<file path="src/rtl/dma_mc_pkg.sv">
// Shared types and widths for the multi-channel DMA write engine.
package dma_mc_pkg;

  localparam int BEAT_BYTES = 64;
  localparam int CTX_ADDR_W = 64;
  localparam int CTX_LEN_W  = 32;

  typedef enum logic [1:0] {ENG_ARB, ENG_CMD, ENG_DATA} eng_state_t;
  typedef enum logic {CH_IDLE, CH_ACTIVE} ch_state_t;

  typedef struct packed {
    logic [CTX_ADDR_W-1:0] addr;
    logic [CTX_LEN_W-1:0]  remaining;
    logic [CTX_LEN_W-1:0]  chunk;
    logic [23:0]           beat_idx;
    logic [31:0]           cmd_cnt;
  } ch_ctx_t;

endpackage

</file>
<file path="src/rtl/rr_arbiter.sv">
// Round-robin arbiter: combinational one-hot grant and index from the request vector.
// The priority pointer moves to the slot after the winner on each accept pulse.
module rr_arbiter #(
  parameter  int N  = 4,
  localparam int IW = (N > 1) ? $clog2(N) : 1
) (
  input  logic          clk,
  input  logic          rst,
  input  logic [N-1:0]  req,
  input  logic          accept,
  output logic [N-1:0]  grant,
  output logic [IW-1:0] grant_idx,
  output logic          grant_vld
);

  logic [IW-1:0] ptr_q, ptr_d;
  int            idx;

  // Scan from the far end so the slot nearest the pointer is written last and wins.
  always_comb begin
    grant     = '0;
    grant_idx = '0;
    grant_vld = 1'b0;
    idx       = 0;
    for (int k = N - 1; k >= 0; k--) begin
      idx = (int'(ptr_q) + k) % N;
      if (req[IW'(idx)]) begin
        grant_vld = 1'b1;
        grant_idx = IW'(idx);
      end
    end
    if (grant_vld) grant[grant_idx] = 1'b1;
    ptr_d = (accept && grant_vld) ? IW'((int'(grant_idx) + 1) % N) : ptr_q;
  end

  always_ff @(posedge clk or posedge rst) begin
    if (rst) ptr_q <= '0;
    else     ptr_q <= ptr_d;
  end

endmodule

</file>
<file path="src/rtl/dma_write_engine_mc.sv">
// Multi-channel DMA write engine: chunks each channel's transfer into commands, grants channels
// round-robin per chunk and streams {channel id, beat index} lanes on one cmd/data stream pair.
module dma_write_engine_mc import dma_mc_pkg::*; #(
  parameter  int NUM_CH     = 4,
  parameter  int DATA_WIDTH = BEAT_BYTES * 8,
  parameter  int ADDR_WIDTH = 64,
  parameter  int LEN_WIDTH  = 32,
  localparam int BB         = DATA_WIDTH / 8,
  localparam int IW         = (NUM_CH > 1) ? $clog2(NUM_CH) : 1
) (
  input  logic                         clk,
  input  logic                         rst,
  input  logic [NUM_CH-1:0]            cfg_start,
  input  logic [NUM_CH*ADDR_WIDTH-1:0] cfg_addr,
  input  logic [NUM_CH*LEN_WIDTH-1:0]  cfg_len,
  input  logic [NUM_CH*LEN_WIDTH-1:0]  cfg_chunk,
  output logic                         m_axis_cmd_valid,
  input  logic                         m_axis_cmd_ready,
  output logic [ADDR_WIDTH-1:0]        m_axis_cmd_address,
  output logic [LEN_WIDTH-1:0]         m_axis_cmd_length,
  output logic                         m_axis_data_valid,
  input  logic                         m_axis_data_ready,
  output logic [DATA_WIDTH-1:0]        m_axis_data_data,
  output logic [BB-1:0]                m_axis_data_keep,
  output logic                         m_axis_data_last,
  output logic [NUM_CH-1:0]            sts_busy,
  output logic [NUM_CH-1:0]            sts_done,
  output logic [NUM_CH*32-1:0]         sts_cmd_cnt
);

  localparam int LOG_BB = $clog2(BB);

  ch_state_t             ch_state_q [NUM_CH];
  ch_state_t             ch_state_d [NUM_CH];
  ch_ctx_t               ctx_q [NUM_CH];
  ch_ctx_t               ctx_d [NUM_CH];
  eng_state_t            eng_q, eng_d;
  logic [IW-1:0]         sel_q, sel_d;
  logic                  cmd_valid_q, cmd_valid_d;
  logic [ADDR_WIDTH-1:0] cmd_addr_q, cmd_addr_d;
  logic [LEN_WIDTH-1:0]  cmd_len_q, cmd_len_d;
  logic                  data_valid_q, data_valid_d;
  logic [DATA_WIDTH-1:0] data_q, data_d;
  logic [BB-1:0]         keep_q, keep_d;
  logic                  last_q, last_d;
  logic [LEN_WIDTH-1:0]  beats_left_q, beats_left_d;
  logic [NUM_CH-1:0]     done_q, done_d;

  logic [NUM_CH-1:0]     arb_grant;
  logic [IW-1:0]         arb_idx;
  logic                  arb_vld, arb_accept;
  logic [CTX_ADDR_W-1:0] g_addr;
  logic [CTX_LEN_W-1:0]  g_rem, g_chunk, next_rem;
  logic [LEN_WIDTH-1:0]  nbeats;
  logic [LOG_BB-1:0]     len_rem;

  function automatic logic [DATA_WIDTH-1:0] beat_pattern(input logic [IW-1:0] ch,
                                                         input logic [23:0] idx);
    logic [DATA_WIDTH-1:0] p;
    for (int l = 0; l < DATA_WIDTH / 32; l++) p[l*32 +: 32] = {8'(ch), idx};
    return p;
  endfunction

  function automatic logic [BB-1:0] keep_mask(input logic [LOG_BB-1:0] rem, input logic fin);
    logic [BB-1:0] k;
    for (int b = 0; b < BB; b++) k[b] = !fin || (rem == '0) || (b < int'(rem));
    return k;
  endfunction

  rr_arbiter #(.N(NUM_CH)) u_arb (
    .clk       (clk),
    .rst       (rst),
    .req       (sts_busy),
    .accept    (arb_accept),
    .grant     (arb_grant),
    .grant_idx (arb_idx),
    .grant_vld (arb_vld)
  );

  always_comb begin
    ch_state_d   = ch_state_q;
    ctx_d        = ctx_q;
    eng_d        = eng_q;
    sel_d        = sel_q;
    cmd_valid_d  = cmd_valid_q;
    cmd_addr_d   = cmd_addr_q;
    cmd_len_d    = cmd_len_q;
    data_valid_d = data_valid_q;
    data_d       = data_q;
    keep_d       = keep_q;
    last_d       = last_q;
    beats_left_d = beats_left_q;
    done_d       = '0;
    arb_accept   = 1'b0;
    next_rem     = '0;
    nbeats       = '0;
    g_addr       = '0;
    g_rem        = '0;
    g_chunk      = '0;
    len_rem      = cmd_len_q[LOG_BB-1:0];
    for (int i = 0; i < NUM_CH; i++) begin
      if (arb_grant[i]) begin
        g_addr  = ctx_q[i].addr;
        g_rem   = ctx_q[i].remaining;
        g_chunk = ctx_q[i].chunk;
      end
    end
    // Starts only land on idle channels, so they never collide with the engine's write-back.
    for (int i = 0; i < NUM_CH; i++) begin
      if (cfg_start[i] && ch_state_q[i] == CH_IDLE) begin
        ctx_d[i].addr      = CTX_ADDR_W'(cfg_addr[i*ADDR_WIDTH +: ADDR_WIDTH]);
        ctx_d[i].remaining = CTX_LEN_W'(cfg_len[i*LEN_WIDTH +: LEN_WIDTH]);
        ctx_d[i].chunk     = CTX_LEN_W'(cfg_chunk[i*LEN_WIDTH +: LEN_WIDTH]);
        ctx_d[i].beat_idx  = '0;
        ctx_d[i].cmd_cnt   = '0;
        if (cfg_len[i*LEN_WIDTH +: LEN_WIDTH] == '0) done_d[i] = 1'b1;
        else                                         ch_state_d[i] = CH_ACTIVE;
      end
    end
    case (eng_q)
      ENG_ARB: begin
        if (arb_vld) begin
          arb_accept  = 1'b1;
          sel_d       = arb_idx;
          eng_d       = ENG_CMD;
          cmd_valid_d = 1'b1;
          cmd_addr_d  = ADDR_WIDTH'(g_addr);
          cmd_len_d   = LEN_WIDTH'((g_chunk == '0 || g_chunk > g_rem) ? g_rem : g_chunk);
        end
      end
      ENG_CMD: begin
        if (m_axis_cmd_ready) begin
          nbeats       = (cmd_len_q >> LOG_BB) + LEN_WIDTH'(len_rem != '0);
          cmd_valid_d  = 1'b0;
          eng_d        = ENG_DATA;
          data_valid_d = 1'b1;
          beats_left_d = nbeats;
          data_d       = beat_pattern(sel_q, ctx_q[sel_q].beat_idx);
          last_d       = (nbeats == LEN_WIDTH'(1));
          keep_d       = keep_mask(len_rem, nbeats == LEN_WIDTH'(1));
        end
      end
      ENG_DATA: begin
        if (m_axis_data_ready) begin
          ctx_d[sel_q].beat_idx = ctx_q[sel_q].beat_idx + 24'd1;
          if (last_q) begin
            data_valid_d = 1'b0;
            last_d       = 1'b0;
            eng_d        = ENG_ARB;
            next_rem     = ctx_q[sel_q].remaining - CTX_LEN_W'(cmd_len_q);
            ctx_d[sel_q].addr      = ctx_q[sel_q].addr + CTX_ADDR_W'(cmd_len_q);
            ctx_d[sel_q].remaining = next_rem;
            ctx_d[sel_q].cmd_cnt   = ctx_q[sel_q].cmd_cnt + 32'd1;
            if (next_rem == '0) begin
              ch_state_d[sel_q] = CH_IDLE;
              done_d[sel_q]     = 1'b1;
            end
          end else begin
            beats_left_d = beats_left_q - LEN_WIDTH'(1);
            data_d       = beat_pattern(sel_q, ctx_q[sel_q].beat_idx + 24'd1);
            last_d       = (beats_left_q == LEN_WIDTH'(2));
            keep_d       = keep_mask(len_rem, beats_left_q == LEN_WIDTH'(2));
          end
        end
      end
      default: eng_d = ENG_ARB;
    endcase
  end

  always_ff @(posedge clk or posedge rst) begin
    if (rst) begin
      for (int i = 0; i < NUM_CH; i++) begin
        ch_state_q[i] <= CH_IDLE;
        ctx_q[i]      <= '0;
      end
      eng_q        <= ENG_ARB;
      sel_q        <= '0;
      cmd_valid_q  <= 1'b0;
      cmd_addr_q   <= '0;
      cmd_len_q    <= '0;
      data_valid_q <= 1'b0;
      data_q       <= '0;
      keep_q       <= '0;
      last_q       <= 1'b0;
      beats_left_q <= '0;
      done_q       <= '0;
    end else begin
      ch_state_q   <= ch_state_d;
      ctx_q        <= ctx_d;
      eng_q        <= eng_d;
      sel_q        <= sel_d;
      cmd_valid_q  <= cmd_valid_d;
      cmd_addr_q   <= cmd_addr_d;
      cmd_len_q    <= cmd_len_d;
      data_valid_q <= data_valid_d;
      data_q       <= data_d;
      keep_q       <= keep_d;
      last_q       <= last_d;
      beats_left_q <= beats_left_d;
      done_q       <= done_d;
    end
  end

  always_comb begin
    sts_busy    = '0;
    sts_cmd_cnt = '0;
    for (int i = 0; i < NUM_CH; i++) begin
      sts_busy[i]             = (ch_state_q[i] == CH_ACTIVE);
      sts_cmd_cnt[i*32 +: 32] = ctx_q[i].cmd_cnt;
    end
  end

  assign sts_done           = done_q;
  assign m_axis_cmd_valid   = cmd_valid_q;
  assign m_axis_cmd_address = cmd_addr_q;
  assign m_axis_cmd_length  = cmd_len_q;
  assign m_axis_data_valid  = data_valid_q;
  assign m_axis_data_data   = data_q;
  assign m_axis_data_keep   = keep_q;
  assign m_axis_data_last   = last_q;

endmodule

</file>
<file path="config.mk">
export PLATFORM = sky130hd
export DESIGN_NAME = dma_write_engine_mc
export DESIGN_NICKNAME = d
export VERILOG_FILES = /design/src/rtl/dma_mc_pkg.sv /design/src/rtl/rr_arbiter.sv /design/src/rtl/dma_write_engine_mc.sv
export SDC_FILE = /design/constraint.sdc
export NUM_CORES = 2
export LEC_CHECK = 0
export BUFFER_PORTS_ARGS = -buffer_cell sky130_fd_sc_hd__buf_4
export CAP_MARGIN = 15
export CORE_AREA = 5 5 512 514
export CTS_BUF_LIST = sky130_fd_sc_hd__clkbuf_16
export CTS_CLUSTER_SIZE = 20
export DETAILED_ROUTE_END_ITERATION = 10
export DIE_AREA = 0 0 517 519
export PLACE_DENSITY = 0.4
export REMOVE_ABC_BUFFERS = 1
export SLEW_MARGIN = 20
export SYNTH_ARGS = -nofsm -noshare
export SYNTH_HDL_FRONTEND = slang
export SYNTH_SLANG_ARGS = --single-unit
</file>
<file path="constraint.sdc">
create_clock -name clk -period 33.2 [get_ports clk]
set_input_delay 4.98 -clock clk [delete_from_list [all_inputs] [get_ports clk]]
set_output_delay 4.98 -clock clk [all_outputs]
set_load 0.02 [all_outputs]
</file>
==> results.json <==
{
  "ir_worst_vdd_uv": 82.6,
  "rows": 186,
  "fmax_mhz": 104,
  "clockBufferDepth": 3,
  "synth_cells": 7155,
  "grt_pass1_wl_um": 443000,
  "synthArstFlopShare": 1.00,
  "antenna_found_initial": 48,
  "synth_mux_area_frac": 0.0687,
  "synth_enable_flop_cells": 0,
  "worst_setup_path_start_kind": "input pin",
  "setup_violations": 0,
  "first_pass_iters": 5,
  "seq_area_frac_synth": 0.402,
  "pwr-share-comb": 0.562,
  "htree_levels": 4,
  "grt_max_degree": 132,
  "drt_iter0_markers": 4987,
  "tightest_slew_ns": 1.28,
  "die_x_um": 517,
  "cp.required_ns": 34.04,
  "fillers": 27700,
  "drive_gt1_frac": 0.231,
  "yosysTopAreaCellShare": 0.402,
  "track_usage": 0.227,
  "clk_latency_ns": 0.81,
  "synth_xor_area_frac": 0.0227,
  "drtAntennaViolNets": 0,
  "endpoint_kind": "asynchronous set/reset pin",
  "whs_ns": 0.468,
  "switching_share": 0.497,
  "dpl.hpwl_um": 227000,
  "ys_warn_count": 0,
  "critical_path_class": "input pin to asynchronous set/reset pin",
  "num_vias": 57100,
  "grt_overflow": 0,
  "die_y_um": 519,
  "powerDensity_nw_per_um2": 102,
  "post_cts_buffers": 0,
  "drv_slew": 0,
  "setup_tns_ns": 0,
  "nets": 8243,
  "synth_area_per_cell_um2": 8.45,
  "initial_core_util": 0.236,
  "p_leak_nw": 32.5,
  "cp.arrival_ns": 10.48,
  "synth_top_family_by_area": "simple AND/OR/NAND/NOR gates",
  "outcome": "finished, final reports clean",
  "core_area_um2": 256000,
  "clock_sinks": 971,
  "p_seq_frac": 0.249,
  "grt_pass1_vias": 55900,
  "critPathMaxFanout": 91,
  "syn_to_final_growth_pct": 21.0,
  "cts-root-buf": "clkbuf_16",
  "numPortBuffers": 1234,
  "die_area_um2": 268000,
  "clk_pin_slew_ns": 0.06,
  "drc": 0,
  "hold_class": "flip-flop to flip-flop",
  "seqCellArea_um2": 24300,
  "synth_top_cell_by_area": "dfrtp_1",
  "rsz0062_at_grt": "no",
  "yosysMostFrequentCell": "nand2_1",
  "p_int_w": 0.00375,
  "synth-compound-area-share": 0.145,
  "period_share": 0.290,
  "period_needed_ns": 9.64,
  "stdcell_count": 11100,
  "synth.distinct_cells": 89,
  "numCtsBuffers": 133,
  "hold_viol": 0,
  "finClkSkew_ns": 0.0658,
  "wl_um": 318000,
  "via_per_inst": 5.13,
  "synthFlopType": "dfrtp_1",
  "yosys.area_share.simple": 0.224,
  "max_slew_margin": 0.149,
  "cts_resized": 0,
  "synth_area_um2": 60500,
  "detail_route.wl_per_cell_um": 28.6,
  "ys_ff_latch": 971,
  "synth_area_leaders": "dfrtp_1 40%, nand2_1 9.4%, buf_4 7.7%",
  "multi_input_area_um2": 29800,
  "cts_tree": "built",
  "power.switching_w": 0.00371,
  "placedCellCount": 10900,
  "clkPwrFrac": 0.189,
  "maxCapViolations": 0,
  "synthAdderAreaFrac": 0.0220,
  "pin_count": 1331,
  "hold_buffers": 0,
  "gp_congestion": 0.838,
  "synth.top_cells.by_count": "1516 x nand2_1, 971 x dfrtp_1, 621 x buf_4"
}
through the flow:
stage / total power [W] / cell area, um2 / utilization / worst slack (ns)
floorplan: 0.00446 / 54100 / - / 0.906
global placement: 0.00600 / 68900 / 0.269 / 22.53
detailed placement: 0.00604 / 68900 / 0.269 / 22.47
CTS: 0.00749 / 73100 / 0.285 / 23.33
global route: 0.00790 / 73100 / 0.285 / 22.69
finish: 0.00746 / 73200 / 0.285 / 23.56
critical path, cell delays in order:
cell	delay, ns
buf_4	0.13
inv_8	0.47
buf_4	0.74
buf_4	0.73
buf_4	0.81
buf_4	0.85
buf_4	0.71
buf_4	0.72
cell families after synthesis:
logic type,count (synthesis)
other cells,1
flops,971
simple gates,3021
fa+ha+maj,105
compound gates,1468
xor+xnor,156
buf+inv,1207
mux,226
area by class of cell:
class,count,area share
multi-input combinational,5072,0.407
sequential,971,0.332
timing repair buffer,1367,0.141
tap,3384,0.0579
clock buffer,134,0.0458
clock inverter,109,0.0112
inverter,73,0.00385
antenna,15,0.000513
path summary, 6_finish.rpt:
kind	startpoint	endpoint	slack [ns]	cells past startpoint
worst max-delay path	rst	ctx_q[528]$_DFF_PP0_	23.56	8
worst min-delay path	flip-flop	flip-flop	0.47	2
worst max register to register	sel_q[1]$_DFFE_PP0P_	sts_done[1]$_DFF_PP0_	26.00	13
worst min register to register	flip-flop	flip-flop	0.47	2
max in group clk	m_axis_data_ready	ctx_q[722]$_DFF_PP0_	25.56	9
min in group asynchronous	rst	asynchronous set/reset pin	4.31	2
power by group through the flow:
| stage | Clock (W) | Sequential [W] | Combinational (W) |
|---|---|---|---|
| floorplan | 0 | 0.00190 | 0.00256 |
| global placement | 0 | 0.00187 | 0.00413 |
| detailed placement | 0 | 0.00187 | 0.00416 |
| CTS | 0.00145 | 0.00186 | 0.00418 |
| global route | 0.00149 | 0.00190 | 0.00451 |
| finish | 0.00141 | 0.00186 | 0.00419 |
cell usage in the layout, fill, tap and decap left out, drive strengths merged, types with 55 or more instances in the layout:
cell,count
a311oi,71
and3,282
nor4,63
a31oi,210
buf,1367
ha,103
dfrtp,971
xnor2,101
nor3,56
xor2,55
nand2,1516
mux4,148
clkbuf,134
nor2,428
inv,119
conb,96
nand3,444
a21oi,468
o21ai,442
per-layer routing:
| layer | vias up | global-route usage | part of all wire |
|---|---|---|---|
| met5 | - | 0 | 0.0011 |
| met4 | 46 | 0.0532 | 0.024 |
| met3 | 369 | 0.0527 | 0.079 |
| met2 | 2449 | 0.379 | 0.48 |
| met1 | 29000 | 0.296 | 0.42 |
| li1 | 25300 | - | - |
Note: power is estimated with default switching activity, not from simulation.
